===== config.mk =====
export PLATFORM = sky130hd
export DESIGN_NAME = seq_divider_flat
export DESIGN_NICKNAME = d
export VERILOG_FILES = /design/src/rtl/seq_divider_if.sv /design/src/rtl/seq_divider.sv /design/src/flat_wrapper.sv
export SDC_FILE = /design/constraint.sdc
export NUM_CORES = 1
export LEC_CHECK = 0
export CAP_MARGIN = 5
export CORE_ASPECT_RATIO = 1.4
export CORE_MARGIN = 2
export CORE_UTILIZATION = 59
export DETAILED_ROUTE_END_ITERATION = 7
export GPL_TIMING_DRIVEN = 0
export PLACE_DENSITY_LB_ADDON = 0.12
export SLEW_MARGIN = 20
export SYNTH_ARGS = -nofsm -noshare
export SYNTH_HDL_FRONTEND = slang
export SYNTH_SLANG_ARGS = --single-unit

===== constraint.sdc =====
create_clock -name clk -period 12.85 [get_ports clk]
set_input_delay 2.57 -clock clk [delete_from_list [all_inputs] [get_ports clk]]
set_output_delay 2.57 -clock clk [all_outputs]
set_load 0.02 [all_outputs]

===== src/rtl/seq_divider_if.sv =====
// ---------------------------------------------------------------------------
// seq_divider_if
// Handshake and data bundle between a divide requester and seq_divider.
//
// Signals:
//   start    - request a divide (sampled on rising clk edge)
//   dataA    - dividend, WIDTH bits
//   dataB    - divisor, WIDTH bits
//   Signal   - 6-bit operation code
//   dataOut  - {remainder, quotient}, 2*WIDTH bits
//   busy     - an operation is iterating
//   done     - single-cycle completion pulse
//   divzero  - last completed operation had a zero divisor
//
// Modports:
//   master - the requester side (drives start/operands, reads results)
//   slave  - the divider side
// ---------------------------------------------------------------------------
interface seq_divider_if #(
  parameter int WIDTH = 32
);

  logic                 start;
  logic [WIDTH-1:0]     dataA;
  logic [WIDTH-1:0]     dataB;
  logic [5:0]           Signal;
  logic [2*WIDTH-1:0]   dataOut;
  logic                 busy;
  logic                 done;
  logic                 divzero;

  modport master (
    output start, dataA, dataB, Signal,
    input  dataOut, busy, done, divzero
  );

  modport slave (
    input  start, dataA, dataB, Signal,
    output dataOut, busy, done, divzero
  );

endinterface


===== src/rtl/seq_divider.sv =====
// ---------------------------------------------------------------------------
// seq_divider
// Multi-cycle restoring divider. One quotient bit is produced per clock, so
// a divide takes WIDTH edges after the accepting edge. A zero divisor skips
// the iterations and completes on the accepting edge itself.
//
// Ports:
//   clk       - clock, all state updates on the rising edge
//   firstart  - asynchronous active-high reset
//   bus       - seq_divider_if.slave (start, dataA, dataB, Signal,
//               dataOut, busy, done, divzero)
//
// Parameters:
//   WIDTH       - operand width; dataOut is {remainder, quotient}
//   DIVU_FUNCT  - Signal code for unsigned divide
//
// Configuration macro:
//   DIV_SIGNED_EN - when defined, Signal == 6'b011010 also starts a signed
//                   two's-complement divide with the same latency.
// ---------------------------------------------------------------------------
module seq_divider #(
  parameter int         WIDTH      = 32,
  parameter logic [5:0] DIVU_FUNCT = 6'b011011
) (
  input logic          clk,
  input logic          firstart,
  seq_divider_if.slave bus
);

  localparam int            CW        = (WIDTH > 1) ? $clog2(WIDTH) : 1;
  localparam logic [CW-1:0] LAST_ITER = CW'(WIDTH - 1);
`ifdef DIV_SIGNED_EN
  localparam logic [5:0]    DIV_FUNCT = 6'b011010;
`endif

  typedef enum logic [1:0] {IDLE, RUN, DONE} state_t;

  state_t               state_q, state_d;
  logic [WIDTH-1:0]     divisor_q, divisor_d;
  logic [WIDTH-1:0]     rem_q, rem_d;
  logic [WIDTH-1:0]     quo_q, quo_d;
  logic [CW-1:0]        cnt_q, cnt_d;
  logic [2*WIDTH-1:0]   dataOut_q, dataOut_d;
  logic                 divzero_q, divzero_d;
`ifdef DIV_SIGNED_EN
  logic                 negQuo_q, negQuo_d;
  logic                 negRem_q, negRem_d;
  logic                 isSigned;
`endif

  logic                 accept;
  logic                 divByZero;
  logic                 lastIter;
  logic                 stepGe;
  logic [WIDTH:0]       remWide;
  logic [WIDTH-1:0]     stepRem, stepQuo;
  logic [WIDTH-1:0]     magA, magB;
  logic [WIDTH-1:0]     resRem, resQuo;

  // Request decode. Operands are reduced to magnitudes here so the
  // iteration core is always unsigned; the signs are re-applied at the end.
  always_comb begin
    divByZero = (bus.dataB == '0);
`ifdef DIV_SIGNED_EN
    isSigned  = (bus.Signal == DIV_FUNCT);
    accept    = bus.start && (state_q == IDLE) &&
                ((bus.Signal == DIVU_FUNCT) || isSigned);
    magA      = (isSigned && bus.dataA[WIDTH-1]) ? -bus.dataA : bus.dataA;
    magB      = (isSigned && bus.dataB[WIDTH-1]) ? -bus.dataB : bus.dataB;
`else
    accept    = bus.start && (state_q == IDLE) && (bus.Signal == DIVU_FUNCT);
    magA      = bus.dataA;
    magB      = bus.dataB;
`endif
  end

  // One restoring step. The compare is one bit wider than the operands
  // because the shifted partial remainder can exceed 2^WIDTH-1 when the
  // divisor has its MSB set; the subtraction result itself always fits.
  always_comb begin
    remWide  = {rem_q, quo_q[WIDTH-1]};
    stepGe   = (remWide >= {1'b0, divisor_q});
    stepRem  = stepGe ? (remWide[WIDTH-1:0] - divisor_q) : remWide[WIDTH-1:0];
    stepQuo  = {quo_q[WIDTH-2:0], stepGe};
    lastIter = (cnt_q == LAST_ITER);
`ifdef DIV_SIGNED_EN
    resQuo   = negQuo_q ? -stepQuo : stepQuo;
    resRem   = negRem_q ? -stepRem : stepRem;
`else
    resQuo   = stepQuo;
    resRem   = stepRem;
`endif
  end

  // State register.
  always_ff @(posedge clk or posedge firstart) begin
    if (firstart) begin
      state_q <= IDLE;
    end else begin
      state_q <= state_d;
    end
  end

  // Next-state logic. A zero divisor bypasses RUN entirely; starts seen
  // outside IDLE are dropped rather than queued.
  always_comb begin
    state_d = state_q;
    case (state_q)
      IDLE: begin
        if (accept) begin
          state_d = divByZero ? DONE : RUN;
        end
      end
      RUN: begin
        if (lastIter) begin
          state_d = DONE;
        end
      end
      DONE:    state_d = IDLE;
      default: state_d = IDLE;
    endcase
  end

  // Status outputs decoded straight from state.
  always_comb begin
    bus.busy    = (state_q == RUN);
    bus.done    = (state_q == DONE);
    bus.dataOut = dataOut_q;
    bus.divzero = divzero_q;
  end

  // Datapath next-state. dataOut is only written at completion so the
  // previous result stays visible for the whole of the next divide.
  always_comb begin
    divisor_d = divisor_q;
    rem_d     = rem_q;
    quo_d     = quo_q;
    cnt_d     = cnt_q;
    dataOut_d = dataOut_q;
    divzero_d = divzero_q;
`ifdef DIV_SIGNED_EN
    negQuo_d  = negQuo_q;
    negRem_d  = negRem_q;
`endif
    case (state_q)
      IDLE: begin
        if (accept) begin
          divisor_d = magB;
          quo_d     = magA;
          rem_d     = '0;
          cnt_d     = '0;
          divzero_d = divByZero;
`ifdef DIV_SIGNED_EN
          negQuo_d  = isSigned && (bus.dataA[WIDTH-1] ^ bus.dataB[WIDTH-1]);
          negRem_d  = isSigned && bus.dataA[WIDTH-1];
`endif
          if (divByZero) begin
            dataOut_d = {bus.dataA, {WIDTH{1'b1}}};
          end
        end
      end
      RUN: begin
        rem_d = stepRem;
        quo_d = stepQuo;
        cnt_d = cnt_q + CW'(1);
        if (lastIter) begin
          dataOut_d = {resRem, resQuo};
        end
      end
      default: ;
    endcase
  end

  // Datapath registers.
  always_ff @(posedge clk or posedge firstart) begin
    if (firstart) begin
      divisor_q <= '0;
      rem_q     <= '0;
      quo_q     <= '0;
      cnt_q     <= '0;
      dataOut_q <= '0;
      divzero_q <= 1'b0;
`ifdef DIV_SIGNED_EN
      negQuo_q  <= 1'b0;
      negRem_q  <= 1'b0;
`endif
    end else begin
      divisor_q <= divisor_d;
      rem_q     <= rem_d;
      quo_q     <= quo_d;
      cnt_q     <= cnt_d;
      dataOut_q <= dataOut_d;
      divzero_q <= divzero_d;
`ifdef DIV_SIGNED_EN
      negQuo_q  <= negQuo_d;
      negRem_q  <= negRem_d;
`endif
    end
  end

endmodule


===== src/flat_wrapper.sv =====
// flat-port wrapper written by rule: the top's interface ports become plain ports
module seq_divider_flat 
#(
  parameter int         WIDTH      = 32,
  parameter logic [5:0] DIVU_FUNCT = 6'b011011
)
  (clk, firstart, bus_start, bus_dataA, bus_dataB, bus_Signal, bus_dataOut, bus_busy, bus_done, bus_divzero);
  seq_divider_if #(.WIDTH(WIDTH)) bus_i ();
  input logic clk;
  input logic firstart;
  input wire logic [$bits(bus_i.start)-1:0] bus_start;
  input wire logic [$bits(bus_i.dataA)-1:0] bus_dataA;
  input wire logic [$bits(bus_i.dataB)-1:0] bus_dataB;
  input wire logic [$bits(bus_i.Signal)-1:0] bus_Signal;
  output wire logic [$bits(bus_i.dataOut)-1:0] bus_dataOut;
  output wire logic [$bits(bus_i.busy)-1:0] bus_busy;
  output wire logic [$bits(bus_i.done)-1:0] bus_done;
  output wire logic [$bits(bus_i.divzero)-1:0] bus_divzero;
  assign bus_i.start = bus_start;
  assign bus_i.dataA = bus_dataA;
  assign bus_i.dataB = bus_dataB;
  assign bus_i.Signal = bus_Signal;
  assign bus_dataOut = bus_i.dataOut;
  assign bus_busy = bus_i.busy;
  assign bus_done = bus_i.done;
  assign bus_divzero = bus_i.divzero;
  seq_divider #(.WIDTH(WIDTH), .DIVU_FUNCT(DIVU_FUNCT)) u_core (.clk(clk), .firstart(firstart), .bus(bus_i));
endmodule

==> qor.csv <==
metric;value;unit
Static Leakage;5.06;nW
commonest cells after routing, fill and taps aside;179 x sky130_fd_sc_hd__nand2_1, 168 x sky130_fd_sc_hd__dfrtp_1, 139 x sky130_fd_sc_hd__clkdlybuf4s50_1, 96 x sky130_fd_sc_hd__o21ai_0, 64 x sky130_fd_sc_hd__nor2_1;
final routed wirelength across all metal layers;26300;µm
first-pass GRT wire length;42300;µm
number of setup buffers added after CTS;0;
violation count after the first detailed-route iteration;605;
via count;8354;
number of buffers inserted during clock tree synthesis;17;
PostCTS Resize Cnt;0;
gpl congestion;0.941;
Post-synth EDFFs;0;
Crit path required time;13.14;ns
Finished Cell Area;11300;µm²
crit share post-route;0.427;
worst-case vdd ir drop;146;µV
crit path capture type;register;
number of I/O port buffers;139;
post-layout utilization of the core;0.753;
register area share after synthesis;0.463;
placed cell areas;10800;µm²
Clock H-tree levels;4;
Ys Warns;0;
fin crit period;5.49;ns
async set-reset flop share out of synthesis;1.00;
antenna fix cells;0;
fraction of met1 tracks used by global routing;0.436;
RSZ-0062 raised after global routing;false;
setup TNS after final layout;0;ns
Nets;1303;
global-route track usage on met3;0.0448;
startpoint class of the critical path;input port;
dpl hpwl;20200;µm
Pwr per Cell Area;243;nW/µm²
clock sink count;168;
overall fraction of global-route tracks in use;0.335;
per-cell routed wire length;18.8;µm
maximum root-to-sink buffer count;2;
most area-hungry cell type in the Yosys netlist;sky130_fd_sc_hd__dfrtp_1;
width of the die;109;µm
Clock Skews;0.00916;ns
worst endpoint data arrival time;5.78;ns
final-report max-slew violation count;0;
met2 track demand over resource;0.580;
die height;151;µm
via count of the first global-routing pass;8073;
clock latency of the later-clocked register in the worst-skew pair;0.44;ns
dpl ws;7.02;ns
register clock-pin slew on the reported worst setup and hold paths;0.07;ns
status;completed;
die footprint;16400;µm²
worst setup path category;in -> reg;
max-cap check violation count;0;
drt pass-1 iters;5;
layout cells sized above 1;0.0530;
hold path startpoint;u_core.bus.dataOut[22]$_DFFE_PP0P_;
most common cell after layout, fill and taps aside;sky130_fd_sc_hd__nand2_1;
worst min-delay path category;reg -> reg;
cell types occupying the most area after synthesis;sky130_fd_sc_hd__dfrtp_1 46%, sky130_fd_sc_hd__nand2_1 7.4%, sky130_fd_sc_hd__o21ai_0 5.3%, sky130_fd_sc_hd__ha_1 4.7%, sky130_fd_sc_hd__a21oi_1 3.3%;
Fmax;0.182;GHz
row count;53;
GR peak layer;met2;
CORE AREA;15100;µm²
initial antenna violation count;0;
post-route DRC violation count;0;
Cell variety after synth;66;
worst slew margin relative to its limit;0.444;
IO Pins;140;
syn_nets;1144;
Area growth, synth to finish;24.7;%
Synth Flop Type;sky130_fd_sc_hd__dfrtp_1;
Hold Fails Final Rpt;0;
number of failing setup endpoints in the final timing report;0;
CP startpoint;bus_dataB[0];
Congestion Overflow GR;0;
post-detailed-route count of antenna-violating nets;0;
mean cell area of the mapped netlist;8.77;µm²
fraction of synthesized cell area taken by the top area cell type;0.463;
cts hold-fix bufs;0;
root buffer cell;sky130_fd_sc_hd__clkbuf_16;
CTS tree;built;
post-synth design cell area;9090;µm²
Reg2Reg Setup Slack;9.42;ns
Power Total;2.75;mW
maximum number of pins on one net before global-route repair;108;
Max FO, Critical Path;10;
vias per std cell;5.97;
initial core utilization;0.604;
Worst Tran Pin Value;0.826;ns
Syn Inst Count;1036;
synthesis-stage register bit count;168;
FF-to-FF Start;u_core.quo_q[31]$_DFFE_PP0P_;
post-route setup slack;7.36;ns
[area by class of cell]
type | count | area, µm²
Multi-Input combinational cell | 762 | 4430
Sequential cell | 168 | 4200
Fill cell | 1146 | 3720
Timing Repair Buffer | 140 | 1420
Clock buffer | 17 | 425
Buffer | 66 | 305
Tap cell | 192 | 240
Inverter | 40 | 158
Clock inverter | 15 | 150
[worst paths after layout]
path | endpoint | cells past startpoint
max | u_core.bus.dataOut[60]$_DFFE_PP0P_ | 9
min | u_core.bus.dataOut[22]$_DFFE_PP0P_ | 2
max reg2reg | u_core.rem_q[30]$_DFFE_PP0P_ | 12
min reg2reg | u_core.bus.dataOut[22]$_DFFE_PP0P_ | 2
max in group asynchronous | u_core.divisor_q[9]$_DFFE_PP0P_ | 3
min in group asynchronous | u_core.bus.dataOut[27]$_DFFE_PP0P_ | 2
[registers in the layout, indices dropped and copies added (netlist names)]
name and cells:
u_core.divisor_q 32, u_core.bus.divzero 1, u_core.state_q 2, u_core.bus.dataOut 64
u_core.rem_q 32, u_core.quo_q 32, u_core.cnt_q 5
[Yosys cell counts, types with 4 or more instances]
| master | instances |
|---|---|
| sky130_fd_sc_hd__or3_1 | 7 |
| sky130_fd_sc_hd__nand4_1 | 15 |
| sky130_fd_sc_hd__inv_1 | 39 |
| sky130_fd_sc_hd__o21ai_0 | 96 |
| sky130_fd_sc_hd__a21o_1 | 16 |
| sky130_fd_sc_hd__a211oi_1 | 5 |
| sky130_fd_sc_hd__dfrtp_1 | 168 |
| sky130_fd_sc_hd__a31oi_1 | 44 |
| sky130_fd_sc_hd__nand2_1 | 179 |
| sky130_fd_sc_hd__nor2_1 | 64 |
| sky130_fd_sc_hd__nand2b_1 | 5 |
| sky130_fd_sc_hd__o21ai_1 | 45 |
| sky130_fd_sc_hd__ha_1 | 34 |
| sky130_fd_sc_hd__nor4_1 | 10 |
| sky130_fd_sc_hd__buf_2 | 5 |
| sky130_fd_sc_hd__a21boi_0 | 4 |
| sky130_fd_sc_hd__nor3_1 | 10 |
| sky130_fd_sc_hd__mux2i_1 | 23 |
| sky130_fd_sc_hd__nand3_1 | 35 |
| sky130_fd_sc_hd__a21oi_1 | 60 |
| sky130_fd_sc_hd__and3_1 | 30 |
| sky130_fd_sc_hd__xor2_1 | 8 |
| sky130_fd_sc_hd__clkbuf_1 | 52 |
| sky130_fd_sc_hd__xnor2_1 | 18 |
| sky130_fd_sc_hd__o21a_1 | 6 |
[cell families after synthesis]
family                     count (synthesis)  share of synthesized area
buffers and inverters                    106                     0.0501
DFF                                      168                      0.463
AOI/OAI and AO/OA                        306                      0.201
and+or+nand+nor                          370                      0.185
adders and majority gates                 35                     0.0490
muxes                                     25                     0.0278
xor gates and xnor gates                  26                     0.0251
[where the power goes]
part | internal, mW | switching, mW | leakage [nW] | total [mW]
Combinational | 0.564 | 0.805 | 2.75 | 1.37
Sequential | 0.735 | 0.140 | 2.03 | 0.875
Clock | 0.260 | 0.246 | 0.286 | 0.506
Total | 1.56 | 1.19 | 5.06 | 2.75
[through the flow]
stage	hold WS [ns]	instances
finish	0.479	1400
global route	0.510	1400
CTS	0.485	1400
detailed placement	0.469	1368
global placement	0.460	1367
floorplan	0.446	1036
[routing by layer]
metal / wire length, µm / vias to the layer above
met4: 638 / 0
li1: - / 3991
met3: 1370 / 45
met5: 0 / -
met1: 10800 / 3986
met2: 13500 / 332
[worst max-delay path, cell delays in order]
cell                              delay (ns)
sky130_fd_sc_hd__clkdlybuf4s50_1        0.43
sky130_fd_sc_hd__nor4_1                 0.64
sky130_fd_sc_hd__nand4_1                0.39
sky130_fd_sc_hd__nor3_1                 0.37
sky130_fd_sc_hd__o21bai_1               0.27
sky130_fd_sc_hd__clkbuf_1               0.32
sky130_fd_sc_hd__buf_2                  0.26
sky130_fd_sc_hd__nor2_1                 0.37
sky130_fd_sc_hd__a31oi_1                0.15
Note: power is estimated with default switching activity, not from simulation.
